<file path="src/rtl/hazard_pkg.sv">
// Shared grid geometry, coordinate width and FSM encoding for the hazard
// bitmap encoder/decoder pair.
package hazard_pkg;

   localparam int GRID_ROWS  = 4;
   localparam int GRID_COLS  = 8;
   localparam int GRID_CELLS = GRID_ROWS * GRID_COLS;
   localparam int COORD_W    = 11;
   localparam int ROW_W      = 2;
   localparam int COL_W      = 3;
   localparam int CELL_IDX_W = 5;
   localparam int CNT_W      = 5;

   localparam logic [COL_W-1:0]      COL_LAST = COL_W'(GRID_COLS - 1);
   localparam logic [CELL_IDX_W-1:0] IDX_LAST = CELL_IDX_W'(GRID_CELLS - 1);

   typedef enum logic [1:0] {
      ST_IDLE = 2'd0,
      ST_SCAN = 2'd1,
      ST_EMIT = 2'd2,
      ST_DONE = 2'd3
   } state_t;

   typedef struct packed {
      logic [COORD_W-1:0] top;
      logic [COORD_W-1:0] left;
      logic [COORD_W-1:0] bottom;
      logic [COORD_W-1:0] right;
   } box_t;

   // True when any cell strictly after idx (row-major) is set.
   function automatic logic any_set_after(input logic [GRID_CELLS-1:0] map,
                                          input logic [CELL_IDX_W-1:0] idx);
      logic [GRID_CELLS-1:0] tail;
      tail = map >> ({1'b0, idx} + 6'd1);
      return |tail;
   endfunction

endpackage

</file>
<file path="src/rtl/hazard_cell_to_box.sv">
// Converts a horizontal run of grid cells into an inclusive pixel box.
module hazard_cell_to_box
   import hazard_pkg::*;
#(
   parameter int CELL_W = 8,
   parameter int CELL_H = 8
) (
   input  logic [ROW_W-1:0]   row,
   input  logic [COL_W-1:0]   col_start,
   input  logic [COL_W-1:0]   col_end,
   output logic [COORD_W-1:0] top,
   output logic [COORD_W-1:0] left,
   output logic [COORD_W-1:0] bottom,
   output logic [COORD_W-1:0] right
);

   localparam logic [COORD_W-1:0] CW  = COORD_W'(CELL_W);
   localparam logic [COORD_W-1:0] CH  = COORD_W'(CELL_H);
   localparam logic [COORD_W-1:0] ONE = COORD_W'(1);

   logic [COORD_W-1:0] row_w;
   logic [COORD_W-1:0] c0_w;
   logic [COORD_W-1:0] c1_w;

   assign row_w = COORD_W'(row);
   assign c0_w  = COORD_W'(col_start);
   assign c1_w  = COORD_W'(col_end);

   assign top    = row_w * CH;
   assign bottom = (row_w + ONE) * CH - ONE;
   assign left   = c0_w * CW;
   assign right  = (c1_w + ONE) * CW - ONE;

endmodule

</file>
<file path="src/rtl/hazard_decoder.sv">
// Scans a 4x8 occupancy bitmap one cell per cycle and streams one pixel box
// per maximal horizontal run over a valid/ready interface.
module hazard_decoder
   import hazard_pkg::*;
#(
   parameter int CELL_W = 8,
   parameter int CELL_H = 8
) (
   input  logic                  clk,
   input  logic                  rst,
   input  logic                  start,
   input  logic [15:0]           vec1,
   input  logic [15:0]           vec2,
   output logic                  busy,
   output logic                  out_valid,
   input  logic                  out_ready,
   output logic [COORD_W-1:0]    out_top,
   output logic [COORD_W-1:0]    out_left,
   output logic [COORD_W-1:0]    out_bottom,
   output logic [COORD_W-1:0]    out_right,
   output logic                  out_last,
   output logic                  done,
   output logic [CNT_W-1:0]      num_hazards
);

   state_t                  state;
   state_t                  state_nxt;

   logic [GRID_CELLS-1:0]   map_q;
   logic [CELL_IDX_W:0]     cell_cnt;
   logic [CELL_IDX_W-1:0]   scan_idx;
   logic [ROW_W-1:0]        scan_row;
   logic [COL_W-1:0]        scan_col;
   logic                    scan_bit;
   logic                    scan_finished;

   logic                    run_open;
   logic [COL_W-1:0]        run_start;
   logic                    close_run;
   logic [COL_W-1:0]        seg_start;
   logic [COL_W-1:0]        seg_end;

   logic [CNT_W-1:0]        beat_cnt;
   logic                    last_q;
   box_t                    box_d;
   box_t                    box_q;

   assign scan_idx      = cell_cnt[CELL_IDX_W-1:0];
   assign scan_row      = scan_idx[CELL_IDX_W-1:COL_W];
   assign scan_col      = scan_idx[COL_W-1:0];
   assign scan_bit      = map_q[scan_idx];
   assign scan_finished = cell_cnt[CELL_IDX_W];

   // A run closes on the first clear cell after it, or on column 7 itself.
   assign close_run = (run_open || scan_bit) && (!scan_bit || scan_col == COL_LAST);
   assign seg_start = run_open ? run_start : scan_col;
   assign seg_end   = scan_bit ? scan_col : scan_col - COL_W'(1);

   hazard_cell_to_box #(
      .CELL_W (CELL_W),
      .CELL_H (CELL_H)
   ) u_cell_to_box (
      .row       (scan_row),
      .col_start (seg_start),
      .col_end   (seg_end),
      .top       (box_d.top),
      .left      (box_d.left),
      .bottom    (box_d.bottom),
      .right     (box_d.right)
   );

   // NOTE: sequential state uses non-blocking assignments so every register
   // samples pre-edge values regardless of process ordering.
   always_ff @(posedge clk) begin
      if (rst) state <= ST_IDLE;
      else     state <= state_nxt;
   end

   // NOTE: state_nxt gets a default first so no path leaves it unassigned,
   // which would otherwise infer a latch.
   always_comb begin
      state_nxt = state;
      case (state)
         ST_IDLE: if (start) state_nxt = ST_SCAN;
         ST_SCAN: begin
            if (close_run)                  state_nxt = ST_EMIT;
            else if (scan_idx == IDX_LAST)  state_nxt = ST_DONE;
         end
         ST_EMIT: begin
            if (out_ready) state_nxt = scan_finished ? ST_DONE : ST_SCAN;
         end
         ST_DONE: state_nxt = ST_IDLE;
         default: state_nxt = ST_IDLE;
      endcase
   end

   always_comb begin
      busy      = (state != ST_IDLE);
      out_valid = (state == ST_EMIT);
      out_last  = (state == ST_EMIT) && last_q;
      done      = (state == ST_DONE);
   end

   // NOTE: the captured bitmap is cleared on reset along with the control
   // registers, so a post-reset decode never sees a stale map.
   always_ff @(posedge clk) begin
      if (rst) begin
         map_q       <= '0;
         cell_cnt    <= '0;
         run_open    <= 1'b0;
         run_start   <= '0;
         beat_cnt    <= '0;
         last_q      <= 1'b0;
         box_q       <= '0;
         num_hazards <= '0;
      end else begin
         case (state)
            ST_IDLE: begin
               if (start) begin
                  map_q    <= {vec2, vec1};
                  cell_cnt <= '0;
                  run_open <= 1'b0;
                  beat_cnt <= '0;
               end
            end
            ST_SCAN: begin
               cell_cnt <= cell_cnt + 1'b1;
               if (close_run) begin
                  run_open <= 1'b0;
                  box_q    <= box_d;
                  last_q   <= !any_set_after(map_q, scan_idx);
               end else if (scan_bit && !run_open) begin
                  run_open  <= 1'b1;
                  run_start <= scan_col;
               end
            end
            ST_EMIT: begin
               if (out_ready) beat_cnt <= beat_cnt + 1'b1;
            end
            ST_DONE: num_hazards <= beat_cnt;
            default: ;
         endcase
      end
   end

   assign out_top    = box_q.top;
   assign out_left   = box_q.left;
   assign out_bottom = box_q.bottom;
   assign out_right  = box_q.right;

endmodule

</file>
<file path="config.mk">
export PLATFORM = sky130hd
export DESIGN_NAME = hazard_decoder
export DESIGN_NICKNAME = d
export VERILOG_FILES = /design/src/rtl/hazard_pkg.sv /design/src/rtl/hazard_cell_to_box.sv /design/src/rtl/hazard_decoder.sv
export SDC_FILE = /design/constraint.sdc
export NUM_CORES = 1
export LEC_CHECK = 0
export CAP_MARGIN = 0
export CORE_MARGIN = 2
export CORE_UTILIZATION = 64
export DETAILED_ROUTE_END_ITERATION = 6
export DONT_BUFFER_PORTS = 1
export PLACE_DENSITY = 0.9
export SYNTH_ARGS = -nofsm -noshare
export SYNTH_HDL_FRONTEND = slang
export SYNTH_SLANG_ARGS = --single-unit
</file>
<file path="constraint.sdc">
create_clock -name clk -period 3.2 [get_ports clk]
set_input_delay 0.64 -clock clk [delete_from_list [all_inputs] [get_ports clk]]
set_output_delay 0.64 -clock clk [all_outputs]
set_load 0.005 [all_outputs]
</file>
-- Yosys cells after proc, flatten, opt, wreduce, memory -nomap -nowiden
Cells that the tools add are included.
- register bits after elaboration: 82
- bits in latches: 0
- memory bits (writable): 0
- bits in read-only memories: 0
- input bits: 36
- memories kept: 0
- add/subtract/negate cells: 8
- $mul: 0
- divide/modulo/power cells: 0
- order comparisons: 1
- eq/ne operators: 9
- shift operators: 1
- muxes and demuxes: 19
- bitwise operators: 1
- reduce and logical (&&, ||, !) cells: 20
- operators by type and width (operator ; count):
    $reduce_or A32 Y1 ; 1
    $shr A32 B6 Y32 ; 1
    $sub A11 B1 Y11 const B ; 2
    $pmux W6 S2 ; 1
    $reduce_and A3 Y1 ; 4
    $mux W2 ; 5
    $mux W5 ; 2
    $pmux W5 S2 ; 1
    $pmux W2 S4 ; 1
    $add A5 B1 Y6 const B ; 1
    $add A6 B1 Y6 const B ; 1
    $lt A5 B6 Y1 const B ; 1
    $mux W3 ; 2
    $mux W6 ; 1
    $ne A3 B3 Y1 const B ; 2
    $reduce_and A2 Y1 ; 3
    $reduce_bool A2 Y1 ; 3
    $add A5 B1 Y5 const B ; 1
    $bmux W1 S5 ; 1
    $eq A5 B5 Y1 const B ; 1
    $add A3 B1 Y4 const B ; 1
    $eq A2 B2 Y1 const B ; 2
    $mux W1 ; 4
    $add A2 B1 Y3 const B ; 1
    11 further kinds ; 16

-- Longest topological paths before layout
- depth after elaboration: 7
- mapped depth: 12
- depth with buffers taken out: 9

-- By module
Synthesis repeated with hierarchy kept, for this count alone.
- cell total of the unflattened synthesis: 599
- area, all modules: 5041.1 µm²
- modules (own cells, without submodules) (module ; times used ; cells an instance ; area each (µm²) ; sequential area each (µm²)):
    hazard_decoder ; 1 ; 538 ; 4603.2 ; 1981.9
    hazard_cell_to_box ; 1 ; 61 ; 437.9 ; 0.0

-- Least setup slack after synthesis
No wires, ideal clock.
- kind: register to register
- start point: register cell_cnt[0]
- end point: register box_q (netlist bit out_right[6])
- setup time: 0.080 ns
- arrival: 2.419 ns
- slack: 0.701 ns
- cell stages (with the launch flop): 9
- buffers on the path: 1
- period minus slack after synthesis: 2.499 ns
- path through: dfxtp_1 -> buf_6 -> mux4_2 -> a22oi_1 -> nand2_2 -> nor3_2 -> mux2_2 -> ha_1 -> a211oi_2
- longest elaborated chain between the ends: 6
- elaborated cells between the ends (all ways): 12
- RTL lines (item ; RTL line ; source):
    from (decl) ; hazard_decoder.sv:30 ; logic [CELL_IDX_W:0] cell_cnt;
    from (signal assigned) ; hazard_decoder.sv:127 ; cell_cnt <= cell_cnt + 1'b1;
    branches (longest 6 deep; another with $sub A11 B1 Y11) ; -- ;
    to (signal assigned) ; hazard_decoder.sv:130 ; box_q <= box_d;
    to (decl) ; hazard_decoder.sv:46 ; box_t box_q;
Several ways; the timed one is not identified. The select of a mux whose other input is x is not followed.
A chain may end at the register's enable or synchronous reset.

-- Final worst setup path
Ends and elaborated chain as after synthesis.

==> summary.md <==
| Metric | Value |
|---|---|
| Status | `completed` |
| Chip height | `84.2 um` |
| Final hold viol count | `0` |
| Main synth FF type | `dfxtp_1` |
| Async set or reset register ratio after synthesis | `0%` |
| Drt pass-1 iters | `5` |
| Clk_lat worst skew | `0.35 ns` |
| Clock Pin Slew Worst Setup and Hold Paths | `0.07 ns` |
| Final setup fails | `0` |
| Vias per cell | `6.23` |
| Req. time, crit path | `3.48 ns` |
| Vias | `3455` |
| Grt met3 use | `7.28%` |
| Count of input and output buffers | `0` |
| Die ar. | `roughly 7100 um2` |
| Final worst slack | `approximately 0.18 ns` |
| # rows | `29` |
| DRC marker count from the first detailed-route iteration | `204` |
| Total track usage | `a little over a quarter` |
| Most utilized layer in the global route result | `met2` |
| Root Driver | `clkbuf_8` |
| Slew @ Worst Pin | `0.819 ns` |
| Max H-tree Level | `3` |
| RSZ-0062 raised after global routing | `false` |
| Fin crit period | `3.02 ns` |
| Die X | `84.2 um` |
| Seq/Total Area, Yosys | `about a third` |
| Leakage Power | `1.58 nW` |
| Critical path startpoint category | `flip-flop` |
| Share of cells above drive strength 1 | `13.0%` |
| Yosys reg bits | `71` |
| Pwr/cell area | `474 nW/um2` |
| Initial Util | `65.6%` |
| CP Capture Type | `flip-flop` |
| Initial antenna violation count | `0` |
| Max Transition Viols Final | `0` |
| Ant. Diodes | `0` |
| Largest stage delay, worst path | `0.76 ns` |
| Number of buffers created by CTS | `9` |
| Post-synthesis cell type count | `64` |
| Min Hold Slack | `0.346 ns` |
| GPL Wtd Cong | `1.01` |
| HP Class | `input pin to flip-flop` |
| Final WL | `9110 um` |
| Post-route antenna net violation count | `0` |
| YS warnings | `0` |
| CTS Hold Buffers Added | `0` |
| Top-level I/O count | `89` |
| Clock buffer depth | `2` |
| Post-Syn Instances | `between 400 and 500` |
| Crit Path Max Fanout | `16` |
| Detail Placement HPWL | `about 6500 um` |
| CP arrival | `3.30 ns` |
| # nets final | `a little over 500` |
| Global-route wire length before repair | `15400 um` |
| Mean Syn Cell Area | `8.27 um2` |
| CTS tree | `yes` |
| Slew Limit Headroom | `about 45%` |
| Final worst-path cycle share | `94.4%` |
| Achievable Freq | `331 MHz` |
| Setup CP Type | `flip-flop to flip-flop` |
| Max-cap violation count | `0` |
| Drc violations | `0` |
| Vias in the first global route | `approximately 3.2k` |
| Maximum VDD drop | `roughly 0.3 mV` |
| Post-CTS setup buffer count | `0` |
| Avg WL per Cell | `16.4 um` |
| Mapped cell area | `4120 um2` |
| Final TNS setup | `0 ns` |
| R2R Setup Slk | `0.18 ns` |
| Pre-CTS setup slack | `between 0.15 and 0.2 ns` |
| CTS Sinks | `71` |
| EDFF count, synth | `0` |
| Grt met2 use | `42.5%` |
| Global route overflow | `0` |
| Area Overhead vs Synth | `2.13%` |
| Pin count of the biggest net entering global routing | `66` |
| Critical path, cell by cell | `buf_4 -> or2_2 -> o22ai_1 -> nor4_2 -> nor3_2 -> mux2_2 -> ha_1 -> a211oi_2` |
| Met1 global-route usage | `between 30% and 40%` |
| Final core occ | `67.0%` |
| Core Box Area | `6280 um2` |
| Worst Clk Skew | `0.00599 ns` |
| Crit-path slowest cell | `nor4_2` |
==> cell usage in the layout, fill, tap and decap left out, drive strengths merged, types with 2 or more instances in the layout <==
cell type,instances
nand2,94
dfxtp,71
a21oi,60
nor2,20
nor3,19
conb,18
mux2i,15
mux2,13
inv,12
buf,11
clkbuf,11
nand3,10
a211oi,10
ha,8
o21ai,8
nand2b,6
nand4,6
or3,5
and2,5
mux4,5
and3,5
o211ai,5
or4,5
nor2b,4
xnor2,4
o22ai,4
o31ai,4
nor4,4
xor2,3
a22oi,3
a311oi,3
o311ai,3
or2,2
nor3b,2
a32oi,2
a211o,2
clkinv,2
bufinv,2
or3b,2
==> report_power, final <==
part / switching [W] / internal (W)
logic: 0.000154 / 0.000115
registers: 0.0000402 / 0.000913
clock network: 0.000318 / 0.000453
==> path summary, 6_finish.rpt <==
path	from	cells past startpoint	endpoint
setup / recovery	cell_cnt[0]	8	out_right[6]
hold / removal	rst	1	out_right[6]
setup reg to reg	cell_cnt[0]	8	out_right[6]
hold reg to reg	num_hazards[1]	2	num_hazards[1]
==> kinds of logic after synthesis <==
kind of cell	count (synthesis)	synth area share [%]
simple gates	191	22.9
compound gates	112	18.3
buf+inv	75	10.2
flops	71	34.5
mux	33	10.0
fa+ha+maj	8	2.43
xor+xnor	7	1.49
other cells	1	0.0910
==> cells in the mapped netlist, types with 3 or more instances <==
cell type | instances | area (um2)
a211oi_2 | 5 | 62.6
and3_1 | 5 | 31.3
ha_1 | 8 | 100
o211ai_1 | 5 | 37.5
nand4_1 | 6 | 37.5
inv_1 | 12 | 45.0
nor2_1 | 20 | 75.1
nand2_1 | 92 | 345
dfxtp_1 | 71 | 1420
o31ai_1 | 4 | 30.0
nand3_1 | 10 | 50.1
buf_4 | 31 | 233
mux2_1 | 3 | 33.8
mux4_2 | 5 | 113
mux2_2 | 9 | 101
nor4_2 | 3 | 37.5
o22ai_1 | 4 | 25.0
a211oi_1 | 5 | 37.5
xnor2_1 | 4 | 35.0
xor2_1 | 3 | 26.3
nor2b_1 | 4 | 25.0
a21oi_1 | 60 | 300
buf_2 | 7 | 35.0
o21ai_0 | 4 | 20.0
o21ai_1 | 4 | 20.0
or3_1 | 5 | 31.3
clkbuf_1 | 18 | 67.6
nor3_1 | 18 | 90.1
or4_1 | 3 | 22.5
and2_1 | 5 | 31.3
mux2i_1 | 15 | 150
buf_1 | 5 | 18.8
nand2b_1 | 6 | 37.5
==> what timing repair did <==
| item | 4_1_cts | 5_1_grt |
|---|---|---|
| resized for setup | 0 | 2 |
| endpoints found under the hold margin | 0 | 0 |
| endpoints found under the setup margin | 0 | 3 |
==> per-stage QoR <==
step | cell area [um2] | power (W) | std cells
after floorplan | 4180 | 0.00121 | 515
after global placement | 3990 | 0.00122 | 540
after detailed placement | 3990 | 0.00124 | 540
after CTS | 4200 | 0.00200 | 555
after global routing | 4210 | 0.00208 | 555
final | 4210 | 0.00199 | 555
==> layout make-up <==
| cell class | count | area, um2 |
|---|---|---|
| Fill cell | 530 | 2070 |
| Multi-Input combinational cell | 369 | 2350 |
| Sequential cell | 71 | 1420 |
| Clock buffer | 11 | 141 |
| Clock inverter | 4 | 70.1 |
| Tap cell | 77 | 96.3 |
| Timing Repair Buffer | 11 | 82.6 |
| Inverter | 12 | 45.0 |
==> worst max-delay path: cells and delay by family, from the launching register on <==
kind | cells | cell delay, ns
AO/OA/AOI/OAI | 2 | 0.28
adder cells (fa/ha/maj) | 1 | 0.30
buffers and inverters | 1 | 0.27
flip-flops | 1 | 0.73
multiplexers | 1 | 0.32
AND/OR/NAND/NOR | 3 | 1.02
==> registers in the layout, indices dropped and copies added, names as in the netlist <==
signal	count
out_bottom	5
map_q	32
out_top	1
num_hazards	5
run_open	1
beat_cnt	5
cell_cnt	6
out_right	7
run_start	3
out_left	3
state	2
last_q	1
==> metal layers <==
layer | share of wire, % | vias up | wire [um]
met1 | 41 | 1624 | 3750
met5 | 0 | - | 0
met4 | 2.0 | 0 | 184
met2 | 50 | 144 | 4520
li1 | - | 1668 | -
met3 | 7.1 | 19 | 651
Note: power is estimated with default switching activity, not from simulation.
